**src/rtl/game_sequencer.sv**
```systemverilog
`default_nettype none
// ============================================================================
// Module      : game_sequencer
// Description : Sequencing controller for the basketball shooting game.
//               READY countdown -> timed PLAY -> OVER, with PAUSE/abort.
//               Owns the BCD game timer, BCD score and best score, and
//               drives the four display digits, buzzer and status LEDs.
//               Optional feature macro: DOUBLE_SCORE_EN (goals are worth
//               two points once ten or fewer seconds remain).
// Revision    : 1.0 - initial release
// ============================================================================
module game_sequencer #(
  parameter int GAME_SECS  = 60,
  parameter int READY_SECS = 3,
  parameter int BUZZ_CYC   = 50_000_000
) (
  input  logic       clk,
  input  logic       rst,       // asynchronous, active low
  input  logic       tick,
  input  logic       start,
  input  logic       stop,
  input  logic       goal,
  output logic [3:0] dis3,
  output logic [3:0] dis2,
  output logic [3:0] dis1,
  output logic [3:0] dis0,
  output logic [2:0] state,
  output logic       buzzer,
  output logic       led_play,
  output logic       led_new
);

  typedef enum logic [2:0] {
    ST_IDLE  = 3'd0,
    ST_READY = 3'd1,
    ST_PLAY  = 3'd2,
    ST_PAUSE = 3'd3,
    ST_OVER  = 3'd4
  } state_t;

  localparam int         BW          = $clog2(BUZZ_CYC + 1);
  localparam logic [7:0] c_game_bcd  = {4'(GAME_SECS / 10), 4'(GAME_SECS % 10)};
  localparam logic [3:0] c_ready     = 4'(READY_SECS);
  localparam logic [BW-1:0] c_buzz   = BW'(BUZZ_CYC);

  // BCD pair increment, saturating at 99
  function automatic logic [7:0] bcd_inc(input logic [7:0] v);
    logic [7:0] r;
    if (v == 8'h99)          r = v;
    else if (v[3:0] == 4'd9) r = {v[7:4] + 4'd1, 4'd0};
    else                     r = {v[7:4], v[3:0] + 4'd1};
    return r;
  endfunction

  // BCD pair decrement; never called with zero
  function automatic logic [7:0] bcd_dec(input logic [7:0] v);
    logic [7:0] r;
    if (v[3:0] == 4'd0) r = {v[7:4] - 4'd1, 4'd9};
    else                r = {v[7:4], v[3:0] - 4'd1};
    return r;
  endfunction

  state_t        state_q, state_d;
  logic [3:0]    ready_cnt_q, ready_cnt_d;
  logic [7:0]    time_q, time_d;
  logic [7:0]    score_q, score_d;
  logic [7:0]    best_q, best_d;
  logic          led_new_q, led_new_d;
  logic          led_play_q, led_play_d;
  logic [BW-1:0] buzz_cnt_q, buzz_cnt_d;
  logic [15:0]   dis_q, dis_d;
  logic          w_double;
  logic          w_enter_over;

`ifdef DOUBLE_SCORE_EN
  // Final-ten-seconds bonus; BCD ordering matches numeric ordering
  assign w_double = (time_q <= 8'h10);
`else
  assign w_double = 1'b0;
`endif

  // Next-state and counter update logic
  always_comb begin
    state_d      = state_q;
    ready_cnt_d  = ready_cnt_q;
    time_d       = time_q;
    score_d      = score_q;
    best_d       = best_q;
    led_new_d    = led_new_q;
    w_enter_over = 1'b0;

    case (state_q)
      ST_IDLE: begin
        if (start && !stop) begin
          state_d     = ST_READY;
          ready_cnt_d = c_ready;
        end
      end
      ST_READY: begin
        if (stop) begin
          state_d = ST_IDLE;
        end else if (tick) begin
          if (ready_cnt_q == 4'd1) begin
            state_d = ST_PLAY;
            time_d  = c_game_bcd;
            score_d = 8'h00;
          end else begin
            ready_cnt_d = ready_cnt_q - 4'd1;
          end
        end
      end
      ST_PLAY: begin
        // A goal counts even alongside stop or the final tick
        if (goal) begin
          score_d = bcd_inc(score_q);
          if (w_double) score_d = bcd_inc(score_d);
        end
        if (stop) begin
          state_d = ST_PAUSE;          // same-cycle tick is dropped
        end else if (tick) begin
          if (time_q == 8'h01) begin
            state_d      = ST_OVER;
            time_d       = 8'h00;
            w_enter_over = 1'b1;
            if (score_d > best_q) begin
              best_d    = score_d;
              led_new_d = 1'b1;
            end
          end else begin
            time_d = bcd_dec(time_q);
          end
        end
      end
      ST_PAUSE: begin
        if (stop) begin
          state_d      = ST_OVER;      // abort: best score untouched
          w_enter_over = 1'b1;
        end else if (start) begin
          state_d = ST_PLAY;
        end
      end
      ST_OVER: begin
        if (start && !stop) begin
          state_d     = ST_READY;
          ready_cnt_d = c_ready;
          led_new_d   = 1'b0;
        end
      end
      default: state_d = ST_IDLE;
    endcase
  end

  // Buzzer length counter: reloads on every OVER entry, otherwise runs down
  always_comb begin
    buzz_cnt_d = buzz_cnt_q;
    if (w_enter_over)           buzz_cnt_d = c_buzz;
    else if (buzz_cnt_q != '0)  buzz_cnt_d = buzz_cnt_q - BW'(1);
  end

  // Display and LED values, built from next-state so outputs align with state
  always_comb begin
    dis_d      = {time_d, score_d};
    led_play_d = (state_d == ST_PLAY);
    if (state_d == ST_READY) dis_d = {12'hFFF, ready_cnt_d};
  end

  // State and output registers
  always_ff @(posedge clk or negedge rst) begin
    if (!rst) begin
      state_q     <= ST_IDLE;
      ready_cnt_q <= c_ready;
      time_q      <= c_game_bcd;
      score_q     <= 8'h00;
      best_q      <= 8'h00;
      led_new_q   <= 1'b0;
      led_play_q  <= 1'b0;
      buzz_cnt_q  <= '0;
      dis_q       <= {c_game_bcd, 8'h00};
    end else begin
      state_q     <= state_d;
      ready_cnt_q <= ready_cnt_d;
      time_q      <= time_d;
      score_q     <= score_d;
      best_q      <= best_d;
      led_new_q   <= led_new_d;
      led_play_q  <= led_play_d;
      buzz_cnt_q  <= buzz_cnt_d;
      dis_q       <= dis_d;
    end
  end

  assign state    = state_q;
  assign dis3     = dis_q[15:12];
  assign dis2     = dis_q[11:8];
  assign dis1     = dis_q[7:4];
  assign dis0     = dis_q[3:0];
  assign buzzer   = (buzz_cnt_q != '0);
  assign led_play = led_play_q;
  assign led_new  = led_new_q;

endmodule
`default_nettype wire
```
**config.mk**
```make
export PLATFORM = sky130hd
export DESIGN_NAME = game_sequencer
export DESIGN_NICKNAME = d
export VERILOG_FILES = /design/src/rtl/game_sequencer.sv
export SDC_FILE = /design/constraint.sdc
export NUM_CORES = 1
export LEC_CHECK = 0
export ABC_AREA = 0
export CAP_MARGIN = 10
export CORE_UTILIZATION = 45
export CTS_BUF_LIST = sky130_fd_sc_hd__clkbuf_8
export DETAILED_ROUTE_END_ITERATION = 7
export GPL_TIMING_DRIVEN = 0
export HOLD_SLACK_MARGIN = 0.06
export PLACE_DENSITY_LB_ADDON = 0.12
export SLEW_MARGIN = 20
export SYNTH_ARGS = -nofsm -noshare
export SYNTH_HDL_FRONTEND = slang
export SYNTH_SLANG_ARGS = --single-unit
```
**constraint.sdc**
```tcl
create_clock -name clk -period 3.7 [get_ports clk]
set_input_delay 0.74 -clock clk [delete_from_list [all_inputs] [get_ports clk]]
set_output_delay 0.74 -clock clk [all_outputs]
set_load 0.02 [all_outputs]
```
# [Word level (Yosys, flattened, before mapping)]
# Cells that the tools add are included.
[classes] addsub=6 n_mul=0 div_mod_pow=0 order_cmp=1 n_eq_ne=15 n_shift=0 n_mux=45 bitwise_logic=1 n_reduce_logical=10
[op_table] op="two-way mux 8 bit" n=14
[op_table] op="two-way mux 26 bit" n=2
[op_table] op="one-hot mux 8 bit (2 select lines)" n=2
[op_table] op="two-way mux 3 bit" n=9
[op_table] op="nonzero test 26 bit" n=1
[op_table] op="subtractor 26 x 1 -> 26 bit, second input constant" n=1
[op_table] op="two-way mux 16 bit" n=1
[op_table] op="two-way mux 4 bit" n=4
[op_table] op="one-hot mux 3 bit (4 select lines)" n=1
[op_table] op="subtractor 4 x 1 -> 4 bit, second input constant" n=3
[op_table] op="inequality test 2 bit, second input constant" n=5
[op_table] op="== test 3 x 2 -> 1 bit, second input constant" n=3
[op_table] op="two-way mux 1 bit" n=9
[op_table] op="adder 4 x 1 -> 4 bit, second input constant" n=2
[op_table] op="== test 8 x 1 -> 1 bit, second input constant" n=1
[op_table] op="== test 8 bit, second input constant" n=1
[op_table] op="greater-than comparator 8 bit" n=1
[op_table] op="one-hot mux 4 bit (2 select lines)" n=1
[op_table] op="== test 3 x 1 -> 1 bit, second input constant" n=2
[op_table] op="AND reduction 6 bit" n=1
[op_table] op="AND reduction 5 bit" n=1
[op_table] op="== test 4 x 1 -> 1 bit, second input constant" n=1
[op_table] op="== test 4 bit, second input constant" n=1
[op_table] op="zero test 4 bit" n=1
[op_table] op="8 further kinds" n=10
[totals] regBits=75 latchBits=0 mem_bits_rw=0 rom_bits=0 inputBits=6 output_inout_bits=22 wordCells=87 mem_count=0

# [Logic depth before layout (Yosys ltp)]
[depth] word_depth=11 depth_mapped=13 mapped_depth_nobuf=12

# [Worst setup path before layout]
# No wires, ideal clock.
[synth_timing] path_kind="input-to-reg" from="in goal" to="reg best_q[1]" setup_ps=125 arrival_time_ps=2970 required_time_ps=3575 setup_slack_ps=606 stages=10 n_path_buf=2 cell_sequence="clkbuf_1 > nor3b_1 > mux2i_1 > ha_1 > nand4_1 > nor2_1 > nor3_2 > and2_1 > buf_2 > mux2_2"
[synth_between] elab_chain_len=4
[synth_rtl] item="start: declaration" line_no="22" source="input logic goal,"
[synth_rtl] item="two-way mux 8 bit *" line_no="114" source="if (goal) begin"
[synth_rtl] item="two-way mux 8 bit *" line_no="92" source="case (state_q)"
[synth_rtl] item="greater-than comparator 8 bit" line_no="125" source="if (score_d > best_q) begin"
[synth_rtl] item="AND reduction 5 bit (no source line)"
[synth_rtl] item="end signal: assignment" line_no="184" source="best_q <= best_d;"
[synth_rtl] item="end: declaration" line_no="67" source="logic [7:0] best_q, best_d;"
# Mark *: on every way between the ends. The rest lies on a longest branch, timed or not. The select of a mux whose other input is x is not followed.
# A chain may end at the register's enable or synchronous reset.

# [Worst setup path in the final report]
[layout_timing] from="reg score_q[4]" to="reg best_q[1]"
[layout_between] elab_chain_len=7 elab_cells_between_ends=8 cone_classes="1 x add/sub; 1 x order compare; 1 x eq/ne; 4 x mux; 1 x reduce/logical"
[layout_rtl] item="start: declaration" line_no="66" source="logic [7:0] score_q, score_d;"
[layout_rtl] item="start signal: assignment" line_no="183" source="score_q <= score_d;"
[layout_rtl] item="adder 4 x 1 -> 4 bit" line_no="50" source="else if (v[3:0] == 4'd9) r = {v[7:4] + 4'd1, 4'd0};"
[layout_rtl] item="two-way mux 8 bit" line_no="50"
[layout_rtl] item="two-way mux 8 bit" line_no="49" source="if (v == 8'h99) r = v;"
[layout_rtl] item="two-way mux 8 bit *" line_no="114"
[layout_rtl] item="two-way mux 8 bit *" line_no="92"
[layout_rtl] item="greater-than comparator 8 bit" line_no="125"
[layout_rtl] item="AND reduction 5 bit (no source line)"
# Marks and branches as above.

==> flow_summary.ini <==
[pwr]
power.share.clock = 0.189
switching_share = 0.382
p_int_mw = 1.96
power_switching_mw = 1.21
share_comb_of_total_power = 0.394
finalPower_mw = 3.17
p_per_area_mw_per_mm2 = 652
leakagePower_nw = 2.05
seq_power_share = 0.417
peakVddDrop_mv = 0.270

[logic_synthesis]
synthSimpleGateAreaFrac = 0.249
synth_area_leaders = dfrtp_1, ha_1, dfstp_2
syn_nets = 460
synthDistinctLibCells = 72
synth_top_area_share = 0.407
synth_top_family_by_area = simple AND/OR/NAND/NOR gates
ys.flop_type = dfrtp_1
ys_seq_area_frac = 0.445
yosys_warnings = 0
postSynth.asyncResetShare = 1.00
ys_seq_elements = 75
synthXorXnorAreaFrac = 0.0248
yosysTopAreaCell = dfrtp_1
syn_avg_cell_area_sq_um = 9.74
synth_compound_area_frac = 0.154
synthAdderAreaFrac = 0.0561
muxShareOfSynthArea = 0.0319
synth_edf_count = 0
synth_cells = 435
syn_area_sq_mm = 0.00424

[worst_setup_path]
worstSetupStartpointType = flip-flop
cp_max_fo = 9
cp.arrival_ps = 3700
slowest_stage = dfrtp_1
crit_required_ps = 3930
cp_common_cell = ha_1
worst_setup_path_end_kind = flip-flop
cpPeakStageDelay_ps = 450
path_cells = ha_1 -> and3b_1 -> nor3b_1 -> mux2i_1 -> ha_1 -> nand4_1 -> nor2_1 -> nor3_2 -> and2_1 -> buf_2 -> mux2_2
critPathKind = flip-flop to flip-flop

[sta]
max_slew_margin = 0.499
post-route-period-util = 0.938
rsz0062_at_grt = no
min_period_ps = 3470
finalClockSkew_ps = 7.67
setup_tns_ps = 0
setup_slack_ps = 231
maxSlewViolCount = 0
setup_violations = 0
max_freq_mhz = 288
tightestPinTransition_ps = 741
hold_viol = 0

[clock_tree]
cts-resized-gates = 0
cts_made_buffers = 9
ctsHoldBuffers = 0
clock_latency_ps = 350
cts_tree = built
cts_sinks = 75
clk_pin_slew_ps = 80
clk_path_buf_depth = 2
clockRootBuffer = clkbuf_8
post_cts_buffers = 0
htree_num_levels = 3

[finish]
n_fill_cell = 835
final_common_cell = dfrtp_1
antenna_cells = 0
area_growth_pct = 14.5
final_cell_mix = dfrtp_1, nand2_1, a21oi_1
num-nets-final = 498
final_util = 0.528
drive_above_1_share = 0.109

[global_routing]
top_usage_layer = met2
grt_start_max_net_pins = 45
global_route.usage.met3 = 0.0518
grt_usage = 0.210
grt_pass1_wl_mm = 16.2
grt_pass1_vias = 3290
grt_overflow = 0
use_met1 = 0.280
use_met2 = 0.339
antenna_found_initial = 0

[worst_hold_path]
worst_hold_path_type = input port to async pin

[floorplan]
dieHeight_um = 99.1
initial_core_util = 0.461
rows = 35
core_area_sq_mm = 0.00920
dieArea_sq_mm = 0.00981
die_x_um = 99.1
io_pins = 28

[detailed_routing]
wl_per_cell_um = 16.0
drt_iter0_markers = 164
drtPass1Iterations = 4
via_count = 3333
finalWirelength_mm = 9.40
drcViolationCount = 0
vias_per_cell = 5.66
ant_nets = 0

[place]
io_buffer_count = 26
dpl_worst_slack_ps = 9.12
gp_congestion = 0.893
hpwl_mm = 6.87

[flow_run]
max_cap_violations = 0

[status]
status = finished, final reports clean
==> worst max-delay path: cells and delay by family (launching register included) <==
family                   cells  cell delay [ps]
adder cells (fa/ha/maj)      2              540
multiplexers                 2              710
buffers and inverters        1              220
flip-flops                   1              450
AND/OR/NAND/NOR              6             1430
==> registers in the layout, summed over array words and instances, names as in the netlist <==
| signal | count |
|---|---|
| best_q | 8 |
| buzz_cnt_q | 26 |
| dis_q | 16 |
| led_new | 1 |
| led_play | 1 |
| ready_cnt_q | 4 |
| score_q | 8 |
| state | 3 |
| time_q | 8 |
==> power groups by stage <==
stage               sequential (mW)  combinational [mW]  clock (mW)
global placement               1.32                1.22           0
finish                         1.32                1.25       0.599
CTS                            1.32                1.26       0.628
global route                   1.36                1.41       0.652
detailed placement             1.33                1.25           0
floorplan                      1.40               0.748           0
==> worst paths after layout <==
check / start / to / slack (ps) / cells past startpoint
min reg2reg: best_q[1] / best_q[1] / 520 / 1
min in group clk: best_q[1] / best_q[1] / 520 / 1
min: rst / best_q[2] / 330 / 1
max reg2reg: score_q[4] / best_q[1] / 230 / 11
max: score_q[4] / best_q[1] / 230 / 11
max in group asynchronous: rst / dis_q[13] / 2750 / 2
==> cell usage after synthesis (4+ instances only) <==
library cell	number
nor4b_1	5
clkbuf_1	9
xnor2_1	8
buf_2	6
a31oi_1	7
a21o_1	7
or3b_1	4
or4_1	4
xor2_1	4
dfstp_2	6
nor2_1	24
ha_1	19
a21oi_1	27
nor3b_1	5
nand2_1	34
o21ai_0	22
dfrtp_1	69
or3_1	6
nor2b_1	4
mux2i_1	9
nand2b_1	13
inv_1	25
nor3_1	14
nand4_1	5
nand3_1	21
==> cell type report <==
type	instances	area [sq um]	area share
flip-flops and latches	75	1880	0.388
well taps	111	139	0.0286
clock inverters	4	25.0	0.00516
multi-input cells	318	2190	0.450
clock buffers	12	165	0.0340
plain buffers	17	75.1	0.0155
repair buffers	27	285	0.0588
inverters	25	93.8	0.0193
==> metrics by stage <==
stage / cells / cell area (sq um) / hold slack, ps
4_1_cts: 589 / 4850 / 320
6_report: 589 / 4850 / 326
5_1_grt: 589 / 4850 / 334
3_5_place_dp: 573 / 4660 / 503
2_1_floorplan: 435 / 4240 / 444
3_3_place_gp: 572 / 4640 / 491
==> layer usage <==
| layer | up-vias | part of all wire |
|---|---|---|
| met4 | 0 | 0.016 |
| met3 | 10 | 0.039 |
| li1 | 1654 | - |
| met1 | 1605 | 0.47 |
| met2 | 64 | 0.48 |
| met5 | - | 0 |
==> logic make-up (layout without fill, tap and decap cells) <==
| family | count (synthesis) | after routing |
|---|---|---|
| buffers and inverters | 42 | 85 |
| XOR/XNOR | 12 | 12 |
| multiplexers | 13 | 13 |
| AND/OR/NAND/NOR | 175 | 175 |
| flip-flops | 75 | 75 |
| adder cells (fa/ha/maj) | 19 | 19 |
| AO/OA/AOI/OAI | 99 | 99 |
Note: power is estimated with default switching activity, not from simulation.
==> patch: new RTL, same settings <==
Add a define of `DOUBLE_SCORE_EN`.
--- a/src/rtl/game_sequencer.sv
+++ b/src/rtl/game_sequencer.sv
@@ -10,4 +10,6 @@
 // Revision    : 1.0 - initial release
 // ============================================================================
+`define DOUBLE_SCORE_EN
+
 module game_sequencer #(
   parameter int GAME_SECS  = 60,
Function: same outputs for any inputs over 10 cycles, from zero or initial values and one cycle with rst low; that may be too few to reach the edited logic, so the function may still have changed.
==> patch against the original RTL <==
- the flow now finishes with violations (setup timing)
- final area up 16%
- count of clock-buffer cells in the layout fell by 3
- routed wire length grew 25%
- power grew 33%
- sequential cell count did not move
- area after synthesis rose by 4.9%
- hold slack lost 0.040 ns
- setup slack worse by 0.34 ns
- synthesized cell count rose by 13%
- critical endpoint is now best_q[2]
- largest power group is now combinational cells
- highest routed layer unchanged
==> patch: results (changes against the original RTL) <==
| Metric | Value |
|---|---|
| Post-synthesis sequential area ratio | 42.4% (-2.1 points) |
| GPL Wtd Cong | 0.943 (+5.6%) |
| DP Area | 0.00493 sq mm (+5.7%) |
| Setup TNS | -0.201 ns (-0.201 ns) |
| Crit-path max cell delay | 0.43 ns (-0.02 ns) |
| Post-placement cell count | 648 (+13%) |
| DR WL/cell | 17.2 microns (+7.6%) |
| HPWL Detailed | 7780 microns (+13%) |
| Slew headroom | 36.3% (-14 points) |
| Initial DRC Count | 165 (+0.61%) |
| Status | finished with violations |
| Overall global routing resource usage | 23.5% (+2.6 points) |
| Synth cell count leaders | dfrtp_1 (69), nand2_1 (44), nor2_1 (32), inv_1 (30), o21ai_0 (30) |
| Non-clk invs | 30 (+20%) |
| Top post-synthesis cells by area | dfrtp_1 (39%), ha_1 (6.5%), nand2_1 (3.7%), dfstp_2 (3.5%), o21ai_0 (3.4%) |
| Metal1 wirelength | 5250 microns (+19%) |
| Nets@finish | 579 (+16%) |
| # port buffers | 27 (+3.8%) |
| Final worst slack | -0.107 ns (-0.338 ns) |
| Area of the multi-input gates | 0.00268 sq mm (+22%) |
| Layout fillers | 802 (-4.0%) |
| Crit path max fanout | 6 (-3) |
| Switching pwr | 1790 uW (+48%) |
| Leakage | 0.00227 uW (+11%) |
| Buffers, non-clock | 67 (+52%) |
| Multi-input comb cells | 367 (+15%) |
| Arrival time at the worst endpoint | 4.04 ns (+0.34 ns) |
| Post-layout util | 59.6% (+6.9 points) |
| GR Util met1 | 31.4% (+3.4 points) |
| WL met2 | 5670 microns (+27%) |
| Pre-CTS WS | -0.757 ns (-0.766 ns) |
| Clock network area share | 3.85% (-0.064 points) |
| Synth unique cells | 61 (-15%) |
| CP delay by family, top | compound AO/OA/AOI/OAI gates |
| Comb power frac | 52.0% (+13 points) |
| VDD IR max | 0.575 mV (+110%) |
| Layout cells sized above 1 | 20.0% (+9.1 points) |
| H-tree Lvls | 3 (unchanged) |
| NonClk Buf Share | 10.0% (+2.6 points) |
| Sw Share | 42.7% (+4.5 points) |
| Clk buf depth | 2 (unchanged) |
| Synthesized Nets | 520 (+13%) |
| Clock buf count | 9 (-3) |
| Seq. cell area | 0.00189 sq mm (+0.13%) |
| Largest net degree at the start of global routing | 56 (+24%) |
| Avg Cell Area, Syn | 9.06 sq um (-7.0%) |
| Final number of setup-violating endpoints | 3 (+3) |
| Post-Layout Cell Count | 684 (+16%) |
| Vias per cell | 5.91 (+4.5%) |
| Vias in the first global route | 3829 (+16%) |
| GRT met3 Usage | 3.17% (-2.0 points) |
| Failing checks | setup timing |
| 1st-pass router iterations | 5 (+1) |
| Clock network power | 694 uW (+16%) |
| First-pass GRT wire length | 18800 microns (+16%) |
| WL met3 | 551 microns (+51%) |
| Worst Skew | 0.0128 ns (+0.00512 ns) |
| Slowest-stage cell, CP | dfrtp_2 |
| Met2 usage | 39.9% (+6.0 points) |
==> patch: repair_timing <==
| action | CTS | global route |
|---|---|---|
| resized for setup | 37 | 37 |
| buffers inserted | 11 | 12 |
| hold buffers | 0 | 0 |
| setup endpoints to repair | 10 | 12 |
| pin swaps | 5 | 21 |
==> patch: worst paths after layout <==
kind | startpoint | end | slack [ns] | depth (start not counted)
max | score_q[1] | best_q[2] | -0.11 | 18
min | rst | dis_q[2] | 0.29 | 1
max reg2reg | score_q[1] | best_q[2] | -0.11 | 18
min reg2reg | best_q[1] | best_q[1] | 0.49 | 2
max in group asynchronous | rst | ready_cnt_q[1] | 2.80 | 2
min in group clk | best_q[1] | best_q[1] | 0.49 | 2
==> patch: cell families after synthesis <==
kind of cell | count (synthesis) | synth area share (%)
and+or+nand+nor | 205 | 24.6
AOI/OAI and AO/OA | 111 | 16.5
DFF | 75 | 42.4
buffers and inverters | 49 | 4.36
adders and majority gates | 23 | 6.47
xor gates and xnor gates | 22 | 4.33
muxes | 6 | 1.38
